File: src/rtl/svn_seg_scan.sv
// svn_seg_scan: 3-digit multiplexed 7-segment hex display driver
// with a one-entry input buffer committed only at frame boundaries.
module svn_seg_scan #(
  parameter int   CLK_IN_MHZ   = 125,
  parameter logic LED_POLARITY = 1'b0,
  parameter logic SEL_POLARITY = 1'b1,
  parameter int   SCAN_HZ      = 1000,
  parameter int   BLANK_CYCLES = 64
) (
  input  logic        clk_i,
  input  logic        rstn_i,
  input  logic [11:0] data_i,
  input  logic [2:0]  dp_i,
  input  logic        lzb_i,
  input  logic        valid_i,
  output logic        ready_o,
  output logic [7:0]  display_o,
  output logic [2:0]  seg_sel_o,
  output logic        frame_o
);

`ifdef SIM
  localparam int SCAN_TICKS = 8;
`else
  localparam int SCAN_TICKS = (CLK_IN_MHZ * 1000000) / (SCAN_HZ * 3);
`endif

  localparam int CW = (SCAN_TICKS > 1) ? $clog2(SCAN_TICKS) : 1;
  localparam logic [CW-1:0] LAST = CW'(SCAN_TICKS - 1);
  localparam logic [CW-1:0] BLK  = CW'(BLANK_CYCLES);
  localparam logic [7:0] DISP_OFF = {8{~LED_POLARITY}};
  localparam logic [2:0] SEL_OFF  = {3{~SEL_POLARITY}};

  generate
    if (BLANK_CYCLES >= SCAN_TICKS) begin : g_bad_blank
      $error("BLANK_CYCLES must be smaller than SCAN_TICKS");
    end
  endgenerate

  logic [CW-1:0] r_cnt;
  logic [1:0]    r_dig;
  logic [11:0]   r_act_data;
  logic [2:0]    r_act_dp;
  logic          r_act_lzb;
  logic [11:0]   r_buf_data;
  logic [2:0]    r_buf_dp;
  logic          r_buf_lzb;
  logic          r_full;
  logic [7:0]    r_disp;
  logic [2:0]    r_sel;
  logic          r_frame;

  logic          w_wrap;
  logic          w_fwrap;
  logic          w_accept;
  logic          w_drive;
  logic [3:0]    w_nib;
  logic          w_dp;
  logic          w_blank;
  logic          w_blank2;
  logic          w_blank1;
  logic [6:0]    w_hex;
  logic [7:0]    w_pat;
  logic [2:0]    w_onehot;

  assign w_wrap   = (r_cnt == LAST);
  assign w_fwrap  = w_wrap && (r_dig == 2'd2);
  assign w_accept = valid_i && !r_full;
  assign w_drive  = !(r_cnt < BLK);
  assign w_blank2 = r_act_lzb && (r_act_data[11:8] == 4'h0);
  assign w_blank1 = w_blank2 && (r_act_data[7:4] == 4'h0);
  assign w_onehot = 3'b001 << r_dig;

  // Slot counter and digit index; the digit advances on each slot wrap.
  always_ff @(posedge clk_i or negedge rstn_i) begin
    if (!rstn_i) begin
      r_cnt <= '0;
      r_dig <= 2'd0;
    end else if (w_wrap) begin
      r_cnt <= '0;
      r_dig <= (r_dig == 2'd2) ? 2'd0 : r_dig + 2'd1;
    end else begin
      r_cnt <= r_cnt + 1'b1;
    end
  end

  // Pending buffer fills on handshake; it drains into the active value
  // only at the digit 2 -> 0 wrap so a frame never mixes two values.
  always_ff @(posedge clk_i or negedge rstn_i) begin
    if (!rstn_i) begin
      r_act_data <= '0;
      r_act_dp   <= '0;
      r_act_lzb  <= 1'b0;
      r_buf_data <= '0;
      r_buf_dp   <= '0;
      r_buf_lzb  <= 1'b0;
      r_full     <= 1'b0;
    end else if (w_fwrap && r_full) begin
      r_act_data <= r_buf_data;
      r_act_dp   <= r_buf_dp;
      r_act_lzb  <= r_buf_lzb;
      r_full     <= 1'b0;
    end else if (w_accept) begin
      r_buf_data <= data_i;
      r_buf_dp   <= dp_i;
      r_buf_lzb  <= lzb_i;
      r_full     <= 1'b1;
    end
  end

  // Select the nibble, dp bit and blanking state of the scanned digit.
  always_comb begin
    w_nib   = r_act_data[3:0];
    w_dp    = r_act_dp[0];
    w_blank = 1'b0;
    case (r_dig)
      2'd1: begin
        w_nib   = r_act_data[7:4];
        w_dp    = r_act_dp[1];
        w_blank = w_blank1;
      end
      2'd2: begin
        w_nib   = r_act_data[11:8];
        w_dp    = r_act_dp[2];
        w_blank = w_blank2;
      end
      default: begin
        w_nib   = r_act_data[3:0];
        w_dp    = r_act_dp[0];
        w_blank = 1'b0;
      end
    endcase
  end

  // Active-high hex to {g..a} segment lookup.
  always_comb begin
    w_hex = 7'h00;
    case (w_nib)
      4'h0: w_hex = 7'h3F;
      4'h1: w_hex = 7'h06;
      4'h2: w_hex = 7'h5B;
      4'h3: w_hex = 7'h4F;
      4'h4: w_hex = 7'h66;
      4'h5: w_hex = 7'h6D;
      4'h6: w_hex = 7'h7D;
      4'h7: w_hex = 7'h07;
      4'h8: w_hex = 7'h7F;
      4'h9: w_hex = 7'h6F;
      4'hA: w_hex = 7'h77;
      4'hB: w_hex = 7'h7C;
      4'hC: w_hex = 7'h39;
      4'hD: w_hex = 7'h5E;
      4'hE: w_hex = 7'h79;
      4'hF: w_hex = 7'h71;
      default: w_hex = 7'h00;
    endcase
  end

  assign w_pat = {w_dp, (w_blank ? 7'h00 : w_hex)};

  // Registered outputs: blank phase turns everything off to stop ghosting.
  always_ff @(posedge clk_i or negedge rstn_i) begin
    if (!rstn_i) begin
      r_disp  <= DISP_OFF;
      r_sel   <= SEL_OFF;
      r_frame <= 1'b0;
    end else begin
      r_disp  <= w_drive ? (w_pat ^ DISP_OFF) : DISP_OFF;
      r_sel   <= w_drive ? (w_onehot ^ SEL_OFF) : SEL_OFF;
      r_frame <= (r_cnt == '0) && (r_dig == 2'd0);
    end
  end

  assign ready_o   = !r_full;
  assign display_o = r_disp;
  assign seg_sel_o = r_sel;
  assign frame_o   = r_frame;

endmodule

File: config.mk
export PLATFORM = sky130hd
export DESIGN_NAME = svn_seg_scan
export DESIGN_NICKNAME = d
export VERILOG_FILES = /design/src/rtl/svn_seg_scan.sv
export SDC_FILE = /design/constraint.sdc
export NUM_CORES = 1
export LEC_CHECK = 0
export CORE_ASPECT_RATIO = 2
export CORE_MARGIN = 10
export CORE_UTILIZATION = 50
export CTS_CLUSTER_SIZE = 10
export DETAILED_ROUTE_END_ITERATION = 10
export GPL_TIMING_DRIVEN = 0
export PLACE_DENSITY = 0.79
export SLEW_MARGIN = 25
export SYNTH_ARGS = -nofsm -noshare
export SYNTH_HDL_FRONTEND = slang
export SYNTH_SLANG_ARGS = --single-unit
File: constraint.sdc
create_clock -name clk_i -period 2 [get_ports clk_i]
set_input_delay 0.6 -clock clk_i [delete_from_list [all_inputs] [get_ports clk_i]]
set_output_delay 0.6 -clock clk_i [all_outputs]
set_load 0.02 [all_outputs]
==> summary.md <==
| Metric | Value |
|---|---|
| Vias post-DR | between 1500 and 2000 |
| R2r endpoint | r_act_data[8] |
| Worst R2R Path Depth | 5 |
| Design area | 3840 um^2 |
| CP Class | reg -> reg |
| Total CTS buffers | 9 |
| Fmax | 470.6 MHz |
| Count of final setup violators | 16 |
| Core area | 5660 um^2 |
| Critical Path RT | roughly 2200 ps |
| Hpwl dp | about 4100 um |
| Number of synthesized register bits | between 60 and 70 |
| First-pass GRT wire length | 9570 um |
| Fin crit share | 1.062 |
| Final Core Density | 0.6784 |
| Total GRT Usage | 0.1303 |
| Crit Path Max Fanout | 10 |
| Clock latency on the worst-skew pair | 330 ps |
| Status | finished, violations left |
| Initial Util | 0.5117 |
| Initial antenna violation count | 0 |
| First DRT Iteration DRCs | 153 |
| Final nets | about 320 |
| RD Place Congestion | 0.8268 |
| WL per Instance | 17.17 um |
| Io pins | 32 |
| Final max-slew violation count | 0 |
| Worst hold path type | in -> async |
| Vias in the first global route | between 2000 and 2500 |
| PortBufs | 31 |
| Number of hold buffers added after cts | 0 |
| Worst setup margin | -124.7 ps |
| Total negative setup slack | -1876 ps |
| Multi-input logic area | approximately 1300 um^2 |
| Worst slew margin | 0.5449 |
| Startpoint Class | flop |
| Failing checks | negative setup slack |
| Synth Cell Area | between 2000 and 3000 um^2 |
| Grt ovf | 0 |
| Max_cap viols | 0 |
| Skew final | 5.676 ps |
| Launch point of the worst reg-to-reg path | r_cnt[5] |
| Synth-to-Final Area Change | 32.57% |
| Final wirelength | 6113 um |
| RSZ-0062 raised after global routing | yes |
| Data arrival, critical path | 2330 ps |
| CTS tree | built |
| Max IR drop VDD | slightly above 0.8 mV |
| Worst-Margin Slew | between 600 and 700 ps |
| Rows | 39 |
| Synth warn | 0 |
| Number of diodes | 0 |
| Worst-path clk slew | about 50 ps |
| Post-DP Area | 3317 um^2 |
| Crit end category | flop |
| Leakage | 1.682 nW |
| Layout cells sized above 1 | 0.3220 |
| Fillers | 402 |
| Min Clock Period, post-route | 2125 ps |
| DIE HEIGHT | between 100 and 150 um |
| Synth Area per Inst | 12.27 um^2 |
| Power per cell area | 753.4 nW/um^2 |
| R2r setup slk | -120 ps |
| Largest net degree at the start of global routing | 39 |
| Post-route ant nets | 0 |
| Peak per-stage delay on the critical path | 580 ps |
| Distinct cells, synth | 38 |
| H-tree levels | 3 |
| Drt pass-1 iters | 4 |
| Root buf cell | clkbuf_16 |
| Fin cells | 356 |
| Die area | approximately 9400 um^2 |
| Synth Net Count | about 270 |
| Placed Cells | 329 |
| Register area | 1588 um^2 |
| Syn Inst Count | 236 |
| Final hold viol count | 0 |
| # clock sinks | 63 |
| Slowest CP cell | or4_4 |
| Sequential area share after synthesis | 0.5477 |
| Vias per cell | 5.565 |
| Cells along the critical path | or4_4 > nor4_4 > nand3_4 > buf_12 > mux2_4 |
| DRC violations left | 0 |
| Clk buf depth | 2 |
| Die width | between 70 and 80 um |
-- worst max-delay path: cells and delay by family (launching register included) --
kind / cells / cell delay, ps
and+or+nand+nor: 3 / 1140
DFF: 1 / 400
muxes: 1 / 290
buffers and inverters: 1 / 170
-- Yosys cell counts (all sizes together) --
cell,count,area share
xnor2,8,0.024
mux2i,2,0.0069
nand3,6,0.015
buf,1,0.0039
or3,1,0.0022
o21ai,4,0.0069
a22oi,4,0.010
o22ai,1,0.0022
a21oi,7,0.012
nor2b,5,0.011
a211o,1,0.0030
nand4,4,0.0086
mux2,32,0.14
a22o,1,0.0030
inv,9,0.012
dfrtp,55,0.48
and2,3,0.0065
a31oi,1,0.0022
nand2,17,0.022
a41oi,1,0.0030
or4,2,0.0065
o221ai,2,0.0060
nor4,5,0.016
ha,12,0.052
o211ai,4,0.010
dfstp,8,0.073
o21a,1,0.0026
and3,1,0.0022
clkbuf,7,0.0091
a21o,4,0.010
xor2,5,0.015
nor3,5,0.0086
nor2,16,0.021
a211oi,1,0.0026
-- timing repair --
| action | CTS | global route |
|---|---|---|
| gates cloned | 0 | 1 |
| setup buffers | 9 | 5 |
| endpoints found under the setup margin | 36 | 34 |
| gates resized for setup | 18 | 28 |
| endpoints found under the hold margin | 0 | 0 |
| pin swaps | 3 | 5 |
-- worst max-delay path by stage --
stage | start | depth (start not counted) | end
detailed placement | valid_i | 5 | r_buf_data[10]
CTS | r_cnt[3] | 5 | r_act_data[3]
global placement | rstn_i | 1 | r_buf_data[3]
global route | r_cnt[5] | 5 | r_act_data[9]
floorplan | r_dig[0] | 9 | display_o[3]
finish | r_cnt[5] | 5 | r_act_data[8]
-- registers in the layout (all words and copies together) (netlist names) --
register and cells:
r_cnt 16, r_act_data 12, r_buf_data 12, display_o 8, r_act_dp 3, r_buf_dp 3, seg_sel_o 3, r_dig 2
frame_o 1, r_act_lzb 1, r_buf_lzb 1, r_full 1
-- routing by layer --
metal | vias to the layer above | part of all wire | track usage
li1 | 937 | - | -
met1 | 988 | 0.37 | 0.1281
met2 | 45 | 0.56 | 0.2324
met3 | 11 | 0.043 | 0.03023
met4 | 0 | 0.024 | 0.07938
met5 | - | 0 | 0
-- per-stage QoR --
stage	hold slack (ps)	worst slack (ps)	total power [mW]
CTS	185.4	-46.54	2.926
global route	203.3	-175.0	2.996
floorplan	304.4	11.34	1.392
global placement	486.8	-1617	1.458
finish	176.5	-124.7	2.893
detailed placement	490.3	-532.7	1.466
-- final cells by class --
cell class,instances,share of cell area
Clock buffer,14,0.07397
Sequential cell,63,0.4135
Timing Repair Buffer,47,0.1202
Inverter,9,0.008798
Buffer,6,0.01466
Multi-Input combinational cell,156,0.3490
Tap cell,61,0.01988
-- cell families after synthesis --
kind of cell | Yosys count | synth area share
buf+inv | 17 | 0.02462
flops | 63 | 0.5477
compound gates | 32 | 0.07474
mux | 34 | 0.1430
fa+ha+maj | 12 | 0.05183
simple gates | 65 | 0.1188
xor+xnor | 13 | 0.03931
-- report_power, final --
group          total (mW)  switching (mW)  internal, mW
logic               0.103          0.0381        0.0650
clock network        1.45           0.492         0.958
registers            1.34          0.0196          1.32
total                2.89           0.550          2.34
-- placed cells by master (no fill, tap or decap), types with 4 or more instances in the layout --
master / instances
nor4_1: 4
nand3_1: 5
mux2_2: 23
clkbuf_8: 4
clkdlybuf4s50_1: 21
nor2b_1: 5
clkbuf_16: 10
dfrtp_1: 54
a22oi_1: 4
xnor2_1: 8
ha_1: 7
mux2_4: 9
inv_1: 6
o211ai_1: 4
dfstp_2: 8
nand2_1: 16
ha_4: 4
dlygate4sd2_1: 9
buf_4: 12
xor2_1: 5
nand4_1: 4
nor2_1: 15
a21oi_1: 6
Power figures use the tool's default switching activity.
==> RTL change (same flow settings) <==
Reset style: synchronous (`rstn_i`), changed in 3 clocked blocks.
--- a/src/rtl/svn_seg_scan.sv
+++ b/src/rtl/svn_seg_scan.sv
@@ -72,7 +72,7 @@
   assign w_onehot = 3'b001 << r_dig;
 
   // Slot counter and digit index; the digit advances on each slot wrap.
-  always_ff @(posedge clk_i or negedge rstn_i) begin
+  always_ff @(posedge clk_i) begin
     if (!rstn_i) begin
       r_cnt <= '0;
       r_dig <= 2'd0;
@@ -86,7 +86,7 @@
 
   // Pending buffer fills on handshake; it drains into the active value
   // only at the digit 2 -> 0 wrap so a frame never mixes two values.
-  always_ff @(posedge clk_i or negedge rstn_i) begin
+  always_ff @(posedge clk_i) begin
     if (!rstn_i) begin
       r_act_data <= '0;
       r_act_dp   <= '0;
@@ -159,7 +159,7 @@
   assign w_pat = {w_dp, (w_blank ? 7'h00 : w_hex)};
 
   // Registered outputs: blank phase turns everything off to stop ghosting.
-  always_ff @(posedge clk_i or negedge rstn_i) begin
+  always_ff @(posedge clk_i) begin
     if (!rstn_i) begin
       r_disp  <= DISP_OFF;
       r_sel   <= SEL_OFF;
Check against the original RTL: differs if rstn_i is asserted again (counterexample within 4 cycles, from zero or initial values and one cycle with rstn_i low); with rstn_i held inactive, the same outputs for 10 cycles.
==> RTL change against the original RTL <==
- the flow still finishes with violations (setup timing)
- design area grew 2.4%
- via count grew 30%
- synthesized area grew 3.5%
- first-iteration DRC count grew 2.6%
- setup slack gained 0.11 ns
- final cell count grew 31%
- routed wire length grew 12%
- sequential cell count is the same
- power grew 5.7%
- critical path type unchanged
==> RTL change: results (changes against the original RTL) <==
----------------------------------------------------
[Run status]
  Result of the run ... complete, but fails checks (unchanged)
  Violated checks ... setup timing (unchanged)

[Synth]
  Mux contribution to synthesized area ... 8.055% (was 14.30%)
  Yosys cell types ... 47 (was 38)
  Number of nets produced by synthesis ... 379 (was 267)
  Compound-Gate Fraction of Synth Area ... 14.23% (was 7.473%)
  Xor and xnor fraction of the mapped netlist area ... 3.506% (was 3.931%)
  Seq/Total Area, Yosys ... 42.07% (was 54.77%)

[Timing]
  Post-route setup slack ... -0.01758 ns (was -0.1247 ns)
  Final clock skew ... 0.005655 ns (was 0.005676 ns)
  Accumulated negative setup slack ... -0.01990 ns (was -1.876 ns)
  # setup viols final ... 2 (was 16)

[Power and ir drop]
  Leakage ... 1.438 nW (was 1.682 nW)

[Worst setup path]
  WP data arrival ... 2.25 ns (was 2.33 ns)
  Reg2reg path depth ... 9 (was 5)
  Worst stage delay on the critical path ... 0.39 ns (was 0.58 ns)

[GRT]
  Met1 layer usage reported by global route ... 14.08% (was 12.81%)
  Largest net degree at the start of global routing ... 13 (was 39)
  Global-route wire length before repair ... 11010 um (was 9570 um)
  Met2 Track Usage GR ... 25.65% (was 23.24%)
  Met3 usage in global routing ... 4.969% (was 3.023%)

[Routing]
  Via/cell ratio ... 5.527 (was 5.565)

[Clock tree]
  Number of buffers inserted to repair setup after CTS ... 10 (was 9)
  Number of cells upsized or downsized after cts ... 14 (was 18)

[Placed design]
  GP Congestion ... 0.8191 (was 0.8268)
  Cell count after placement ... 437 (was 329)

[Layout]
  Net count, final ... 432 (was 323)

----------------------------------------------------
[RTL change: cell types whose count changed in the layout (fill, tap and decap cells not counted), moves of 8 or more]
cell	delta
sky130_fd_sc_hd__dfrtp_1	-54
sky130_fd_sc_hd__nand2_1	+59
sky130_fd_sc_hd__nand3_1	+8
sky130_fd_sc_hd__clkdlybuf4s50_1	+9
sky130_fd_sc_hd__mux2_2	-22
sky130_fd_sc_hd__dfstp_2	-8
sky130_fd_sc_hd__dfxtp_1	+60
sky130_fd_sc_hd__mux2_4	-9
sky130_fd_sc_hd__mux2i_1	+22
sky130_fd_sc_hd__dlygate4sd2_1	-9
sky130_fd_sc_hd__a21oi_1	+19
[RTL change: per-stage QoR]
stage | total power [mW] | area, sq um | utilization (%)
detailed placement | 1.465 | 3435 | 59.65
floorplan | 1.401 | 3058 | -
finish | 3.057 | 3931 | 68.27
global route | 3.142 | 3931 | 68.27
global placement | 1.461 | 3435 | 59.65
CTS | 3.071 | 3860 | 67.04
[RTL change: final cells by class]
| type | count | area (sq um) |
|---|---|---|
| Tap cell | 61 | 76.32 |
| Clock buffer | 11 | 264.0 |
| Fill cell | 456 | 1827 |
| Timing Repair Buffer | 44 | 402.9 |
| Inverter | 11 | 48.80 |
| Multi-Input combinational cell | 254 | 1698 |
| Buffer | 16 | 117.6 |
| Clock inverter | 5 | 53.80 |
| Sequential cell | 63 | 1270 |
[RTL change: per-layer routing]
layer / wire [um] / share of wire, %
met1: 2628 / 38
met5: 0 / 0
met4: 187 / 2.7
met3: 311 / 4.5
met2: 3713 / 54
[RTL change: power by group]
group / internal (mW) / total, mW / switching, mW
Combinational: 0.0650 / 0.139 / 0.0737
Clock: 1.07 / 1.62 / 0.553
Sequential: 1.28 / 1.30 / 0.0180
Total: 2.41 / 3.06 / 0.644
